### config.mk
export PLATFORM = sky130hd
export DESIGN_NAME = key_scan_ctrl
export DESIGN_NICKNAME = d
export VERILOG_FILES = /design/src/rtl/key_scan_pkg.sv /design/src/rtl/key_event_fifo.sv /design/src/rtl/key_scan_ctrl.sv
export SDC_FILE = /design/constraint.sdc
export NUM_CORES = 1
export LEC_CHECK = 0
export ABC_AREA = 1
export CAP_MARGIN = 10
export CORE_UTILIZATION = 46
export DETAILED_ROUTE_END_ITERATION = 16
export GPL_ROUTABILITY_DRIVEN = 0
export SLEW_MARGIN = 25
export SYNTH_ARGS = -nofsm -noshare
export SYNTH_HDL_FRONTEND = slang
export SYNTH_SLANG_ARGS = --single-unit
### constraint.sdc
create_clock -name HCLK -period 4.7 [get_ports HCLK]
set_clock_uncertainty 0.05 [all_clocks]
set_input_delay 1.41 -clock HCLK [delete_from_list [all_inputs] [get_ports HCLK]]
set_output_delay 1.41 -clock HCLK [all_outputs]
set_load 0.05 [all_outputs]
### src/rtl/key_scan_pkg.sv
// Shared types and helpers for the 4x4 keypad scan controller and its event FIFO.
package key_scan_pkg;

  localparam logic [3:0]  ROW_IDLE = 4'b1111;
  localparam int unsigned CODE_W   = 4;

  typedef enum logic [1:0] {
    RES_NONE  = 2'd0,
    RES_KEY   = 2'd1,
    RES_MULTI = 2'd2
  } res_kind_e;

  typedef struct packed {
    res_kind_e         kind;
    logic [CODE_W-1:0] code;
  } frame_res_t;

  localparam frame_res_t RES_IDLE = '{kind: RES_NONE, code: '0};

  typedef enum logic {
    ST_IDLE,
    ST_SCAN
  } scan_state_e;

  function automatic logic [3:0] row_drive(input logic [1:0] idx);
    return ~(4'b0001 << idx);
  endfunction

  // Code is forced to zero for NONE/MULTI so results compare cleanly frame to frame.
  function automatic frame_res_t classify_row(input logic [1:0] row, input logic [3:0] col);
    frame_res_t  r;
    int unsigned zeros;
    r     = RES_IDLE;
    zeros = 0;
    for (int unsigned i = 0; i < 4; i++) begin
      if (!col[i]) begin
        zeros++;
        r.code = {row, 2'(i)};
      end
    end
    if (zeros == 1) begin
      r.kind = RES_KEY;
    end else if (zeros > 1) begin
      r.kind = RES_MULTI;
      r.code = '0;
    end
    return r;
  endfunction

  function automatic frame_res_t merge_res(input frame_res_t acc, input frame_res_t row);
    frame_res_t r;
    if (acc.kind == RES_NONE) begin
      r = row;
    end else if (row.kind == RES_NONE) begin
      r = acc;
    end else begin
      r = '{kind: RES_MULTI, code: '0};
    end
    return r;
  endfunction

endpackage

### src/rtl/key_event_fifo.sv
// Small show-ahead event FIFO; a push is accepted when full only if a pop happens in the same cycle.
module key_event_fifo
  import key_scan_pkg::*;
#(
  parameter int unsigned DEPTH = 4
) (
  input  logic                      HCLK,
  input  logic                      HRESETn,
  input  logic                      push_i,
  input  logic [CODE_W-1:0]         data_i,
  input  logic                      pop_i,
  output logic [CODE_W-1:0]         data_o,
  output logic                      valid_o,
  output logic [$clog2(DEPTH):0]    count_o,
  output logic                      full_o
);

  localparam int unsigned PTR_W = $clog2(DEPTH);
  localparam int unsigned CNT_W = PTR_W + 1;

  logic [CODE_W-1:0] mem_q [DEPTH];
  logic [PTR_W-1:0]  rd_q, wr_q;
  logic [CNT_W-1:0]  count_q, count_d;
  logic              valid_q;
  logic              pop_ok, push_ok;

  always_comb begin
    full_o  = (count_q == CNT_W'(DEPTH));
    pop_ok  = pop_i && valid_q;
    push_ok = push_i && (!full_o || pop_ok);
    count_d = count_q;
    if (push_ok && !pop_ok) begin
      count_d = count_q + CNT_W'(1);
    end else if (pop_ok && !push_ok) begin
      count_d = count_q - CNT_W'(1);
    end
  end

  always_ff @(posedge HCLK or negedge HRESETn) begin
    if (!HRESETn) begin
      rd_q    <= '0;
      wr_q    <= '0;
      count_q <= '0;
      valid_q <= 1'b0;
      for (int unsigned i = 0; i < DEPTH; i++) begin
        mem_q[i] <= '0;
      end
    end else begin
      if (push_ok) begin
        mem_q[wr_q] <= data_i;
        wr_q        <= wr_q + PTR_W'(1);
      end
      if (pop_ok) begin
        rd_q <= rd_q + PTR_W'(1);
      end
      count_q <= count_d;
      valid_q <= (count_d != '0);
    end
  end

  assign data_o  = valid_q ? mem_q[rd_q] : '0;
  assign valid_o = valid_q;
  assign count_o = count_q;

endmodule

### src/rtl/key_scan_ctrl.sv
// Autonomous 4x4 keypad scanner: row sequencing, column sampling, frame-level debounce
// and one FIFO event per debounced press.
module key_scan_ctrl
  import key_scan_pkg::*;
#(
  parameter int unsigned SCAN_DIV       = 50000,
  parameter int unsigned DEBOUNCE_SCANS = 4,
  parameter int unsigned FIFO_DEPTH     = 4
) (
  input  logic                          HCLK,
  input  logic                          HRESETn,
  input  logic                          enable,
  input  logic [3:0]                    COL,
  output logic [3:0]                    ROW,
  input  logic                          pop,
  output logic                          key_valid,
  output logic [3:0]                    key_code,
  output logic [$clog2(FIFO_DEPTH):0]   fifo_count,
  output logic                          overflow,
  input  logic                          ovf_clr,
  output logic                          irq
);

  localparam int unsigned     DIV_W      = $clog2(SCAN_DIV);
  localparam logic [DIV_W-1:0] DWELL_LAST = DIV_W'(SCAN_DIV - 1);
  localparam logic [3:0]      STABLE_MAX = 4'(DEBOUNCE_SCANS);

  logic [3:0]       col_meta_q, col_sync_q;
  scan_state_e      state_q;
  logic [1:0]       row_idx_q;
  logic [DIV_W-1:0] dwell_q;
  logic [3:0]       row_q;
  frame_res_t       frame_q, prev_q;
  logic [3:0]       stable_q;
  logic             armed_q;
  logic             overflow_q;

  frame_res_t       row_res, frame_d;
  logic             frame_end, accept, drop;
  logic [3:0]       stable_d;
  logic             fifo_valid, fifo_full;

  always_ff @(posedge HCLK or negedge HRESETn) begin
    if (!HRESETn) begin
      col_meta_q <= '1;
      col_sync_q <= '1;
    end else begin
      col_meta_q <= COL;
      col_sync_q <= col_meta_q;
    end
  end

  // frame_d/stable_d are only meaningful on the last dwell cycle of row 3.
  always_comb begin
    row_res   = classify_row(row_idx_q, col_sync_q);
    frame_d   = merge_res(frame_q, row_res);
    frame_end = (state_q == ST_SCAN) && enable && (dwell_q == DWELL_LAST) && (row_idx_q == 2'd3);
    if (frame_d == prev_q) begin
      stable_d = (stable_q >= STABLE_MAX) ? STABLE_MAX : stable_q + 4'd1;
    end else begin
      stable_d = 4'd1;
    end
    accept = frame_end && (stable_d == STABLE_MAX) && (frame_d.kind == RES_KEY) && armed_q;
    drop   = accept && fifo_full && !(pop && fifo_valid);
  end

  always_ff @(posedge HCLK or negedge HRESETn) begin
    if (!HRESETn) begin
      state_q   <= ST_IDLE;
      row_idx_q <= '0;
      dwell_q   <= '0;
      row_q     <= ROW_IDLE;
      frame_q   <= RES_IDLE;
      prev_q    <= RES_IDLE;
      stable_q  <= '0;
      armed_q   <= 1'b1;
    end else begin
      case (state_q)
        ST_IDLE: begin
          row_q <= ROW_IDLE;
          if (enable) begin
            state_q   <= ST_SCAN;
            row_idx_q <= '0;
            dwell_q   <= '0;
            row_q     <= row_drive(2'd0);
            frame_q   <= RES_IDLE;
          end
        end
        ST_SCAN: begin
          if (!enable) begin
            state_q   <= ST_IDLE;
            row_q     <= ROW_IDLE;
            row_idx_q <= '0;
            dwell_q   <= '0;
            frame_q   <= RES_IDLE;
            prev_q    <= RES_IDLE;
            stable_q  <= '0;
            armed_q   <= 1'b1;
          end else if (dwell_q == DWELL_LAST) begin
            dwell_q   <= '0;
            row_idx_q <= row_idx_q + 2'd1;
            row_q     <= row_drive(row_idx_q + 2'd1);
            if (row_idx_q == 2'd3) begin
              frame_q  <= RES_IDLE;
              prev_q   <= frame_d;
              stable_q <= stable_d;
              if (accept) begin
                armed_q <= 1'b0;
              end else if ((stable_d == STABLE_MAX) && (frame_d.kind == RES_NONE)) begin
                armed_q <= 1'b1;
              end
            end else begin
              frame_q <= frame_d;
            end
          end else begin
            dwell_q <= dwell_q + DIV_W'(1);
          end
        end
        default: state_q <= ST_IDLE;
      endcase
    end
  end

  always_ff @(posedge HCLK or negedge HRESETn) begin
    if (!HRESETn) begin
      overflow_q <= 1'b0;
    end else if (drop) begin
      overflow_q <= 1'b1;
    end else if (ovf_clr) begin
      overflow_q <= 1'b0;
    end
  end

  key_event_fifo #(
    .DEPTH (FIFO_DEPTH)
  ) u_fifo (
    .HCLK    (HCLK),
    .HRESETn (HRESETn),
    .push_i  (accept),
    .data_i  (frame_d.code),
    .pop_i   (pop),
    .data_o  (key_code),
    .valid_o (fifo_valid),
    .count_o (fifo_count),
    .full_o  (fifo_full)
  );

  // irq comes straight from the FIFO's registered non-empty flag.
  assign ROW       = row_q;
  assign key_valid = fifo_valid;
  assign irq       = fifo_valid;
  assign overflow  = overflow_q;

endmodule

==> impl_metrics.ini <==
[worst_setup_path]
crit_buf_inv = 2
critPathMaxStageDelay_ps = 820
crit_chain = inv_1 -> o21ai_0 -> a21oi_1 -> clkdlybuf4s50_1
cp_top_family = buffers and inverters
crit_path_top_delay_cell = clkdlybuf4s50_1
r2r_start = col_sync_q[0]$_DFF_PN1_
cp.required_ps = 3240
r2r_end = u_fifo.valid_o$_DFF_PN0_
r2r_slack_ps = 1300
end_kind = output port
endpoint = key_code[2]
cp_max_fo = 10
cp-start-kind = flip-flop
crit_type = flip-flop to output port
cp.depth = 4
reg2reg_depth = 20
critPathLaunch = u_fifo.rd_q[0]$_DFFE_PN0P_
cp.arrival_ps = 2170

[logic_synthesis]
synth_fp_nets = 505
netlist_instances = 479
yosys_register_bits = 73
synth.avg_cell_area_um2 = 8.26
netlist_area_um2 = 3960
synth-edff-count = 0
yosysWarnings = 0
ys.flop_type = dfrtp_1
seq_area_frac_synth_pct = 46.6
synth_cell_types = 34
async_flop_share_pct = 100

[floorplanning]
rows = 33
core_um2 = 8260
die_y_um = 94.8
boundaryPins = 23
start_util_pct = 47.9
fp.dieW_um = 94.8
die_area_um2 = 8980

[drt]
avgViaCountPerCell = 5.13
num_vias = 3186
routed_wl_um = 8270
drt-initial-drc-count = 112
wl_per_cell_um = 13.3
drtAntennaViolNets = 0
drc_errors = 0
firstDrtPassIters = 6

[sta]
hold_violations = 0
period_needed_ps = 3630
slew_viol_final = 0
setup-violations-final = 0
max_clock_freq_mhz = 275
maxSlewHeadroom_pct = 56.5
fin_setup_tns_ps = 0
finalCritPeriodShare_pct = 77.3
tightestPinTransition_ps = 650
rsz0062_at_grt = no
whs_ps = 307

[layout]
layout-drive-gt1-share_pct = 12.0
fillers = 783
num_antenna_cells = 0
multi_input_area_um2 = 1820
final_core_util_pct = 54.9
nets = 537
areaGrowthSynthToFinish_pct = 14.5
seq_area_um2 = 1840

[clocking]
cts_tree = yes
cts_hold_buf = 0
cts_root_buffer = clkbuf_8
htree_levels = 3
clk_pin_slew_ps = 80
cts_buffer_depth = 2
clock_latency_ps = 340
cts.sinks = 73
post-cts-setup-buffer-count = 0
cts_made_buffers = 9
cts_resized = 0

[global_routing]
grt_first_pass_wirelength_um = 13900
antenna_found_initial = 0
grt_use_total_pct = 20.1
grt_pass1_vias = 3013
grt_max_degree = 30
gr-total-overflow = 0

[power]
p_leak_nw = 2.09
clkPwrFrac_pct = 30.8
swShare_pct = 36.0
pwr_density_cell_nw_per_um2 = 391
p_sw_w = 0.000639
vdd_drop_max_uv = 170
sequentialPowerShare_pct = 39.9
p_comb_share_pct = 29.3
internal_power_w = 0.00113

[place]
port_buffers = 22
hpwl_um = 6140

[job]
drv_cap = 0

[status]
status = finished clean

[hold_path]
worst_hold_path_type = flip-flop to flip-flop
==> cells in the mapped netlist (2+ instances only) <==
cell | instances | area (µm²)
inv_1 | 69 | 259
o21ai_0 | 47 | 235
nor3_1 | 9 | 45.0
o22ai_1 | 17 | 106
clkbuf_1 | 4 | 15.0
o31ai_1 | 2 | 15.0
dfstp_2 | 13 | 342
nand3_1 | 32 | 160
nand2_2 | 8 | 50.1
nand4_1 | 8 | 50.1
a22o_1 | 2 | 17.5
ha_1 | 17 | 213
dfrtp_1 | 60 | 1500
nor2_8 | 2 | 40.0
nor2_1 | 56 | 210
nand3_2 | 8 | 80.1
xor2_1 | 8 | 70.1
nor4_1 | 2 | 12.5
nand2_1 | 85 | 319
inv_2 | 3 | 11.3
a21oi_1 | 13 | 65.1
xnor2_1 | 2 | 17.5
==> placed cells by master (no fill, tap or decap), types with 2 or more instances in the layout <==
cell type | Yosys | routed
inv_1 | 69 | 69
dfrtp_1 | 60 | 60
nor2_1 | 56 | 56
clkdlybuf4s50_1 | 0 | 21
dfstp_2 | 13 | 13
a22o_1 | 2 | 2
nor4_1 | 2 | 2
o22ai_1 | 17 | 17
xnor2_1 | 2 | 2
clkinv_4 | 0 | 2
nand2_2 | 8 | 8
o31ai_1 | 2 | 2
nand3_1 | 32 | 32
o21ai_0 | 47 | 47
xor2_1 | 8 | 8
nand3_2 | 8 | 8
nor2_8 | 2 | 2
nand2_1 | 85 | 85
inv_2 | 3 | 3
nor3_1 | 9 | 9
clkbuf_8 | 0 | 9
nand4_1 | 8 | 8
a21oi_1 | 13 | 13
ha_1 | 17 | 17
bufinv_16 | 0 | 2
buf_4 | 1 | 4
clkinv_2 | 0 | 2
==> routing by layer <==
| layer | GRT usage (%) | up-vias | wire length, µm |
|---|---|---|---|
| met5 | 0 | - | 0 |
| met4 | 6.19 | 0 | 68 |
| met3 | 4.35 | 6 | 179 |
| met2 | 31.7 | 26 | 3880 |
| met1 | 27.6 | 1517 | 4140 |
| li1 | - | 1637 | - |
==> power by group through the flow <==
| stage | Clock (W) | Sequential [W] | Combinational, W |
|---|---|---|---|
| 5_1_grt | 0.000591 | 0.000715 | 0.000569 |
| 2_1_floorplan | 0 | 0.000759 | 0.000326 |
| 4_1_cts | 0.000556 | 0.000708 | 0.000523 |
| 3_5_place_dp | 0 | 0.000720 | 0.000522 |
| 6_report | 0.000546 | 0.000708 | 0.000520 |
| 3_3_place_gp | 0 | 0.000719 | 0.000517 |
==> cell type report <==
cell class	instances	area share (%)
inverter	72	5.97
multi-input combinational	329	40.2
timing repair buffer	26	5.41
clock buffer	9	2.73
sequential	73	40.7
clock inverter	7	2.10
tap	105	2.90
==> registers in the layout (all words and copies together) (netlist names) <==
name	cells
ROW	4
armed_q	1
col_meta_q	4
col_sync_q	4
dwell_q	16
frame_q	6
overflow	1
prev_q	6
row_idx_q	2
stable_q	4
state_q	1
u_fifo.count_o	3
u_fifo.mem_q	16
u_fifo.rd_q	2
u_fifo.valid_o	1
u_fifo.wr_q	2
==> cell families after synthesis <==
group | synth area share, %
xor+xnor | 2.21
buf+inv | 7.40
fa+ha+maj | 5.37
flops | 46.6
simple gates | 26.5
compound gates | 12.0
==> worst min-delay path by stage <==
stage,start,to,depth (start not counted)
after CTS,col_meta_q[2]$_DFF_PN1_,col_sync_q[2]$_DFF_PN1_,0
final,col_meta_q[1]$_DFF_PN1_,col_sync_q[1]$_DFF_PN1_,0
after floorplan,col_meta_q[0]$_DFF_PN1_,col_sync_q[0]$_DFF_PN1_,0
after detailed placement,col_meta_q[2]$_DFF_PN1_,col_sync_q[2]$_DFF_PN1_,0
after global routing,col_meta_q[1]$_DFF_PN1_,col_sync_q[1]$_DFF_PN1_,0
after global placement,col_meta_q[3]$_DFF_PN1_,col_sync_q[3]$_DFF_PN1_,0
==> through the flow <==
stage	power, W	area, µm²	worst slack (ps)	cells
floorplan	0.00108	3960	1610	479
global placement	0.00124	4310	1310	605
detailed placement	0.00124	4310	1140	605
CTS	0.00179	4530	1040	621
global route	0.00187	4530	901	621
finish	0.00177	4530	1070	621
(Power assumes the default switching activity.)
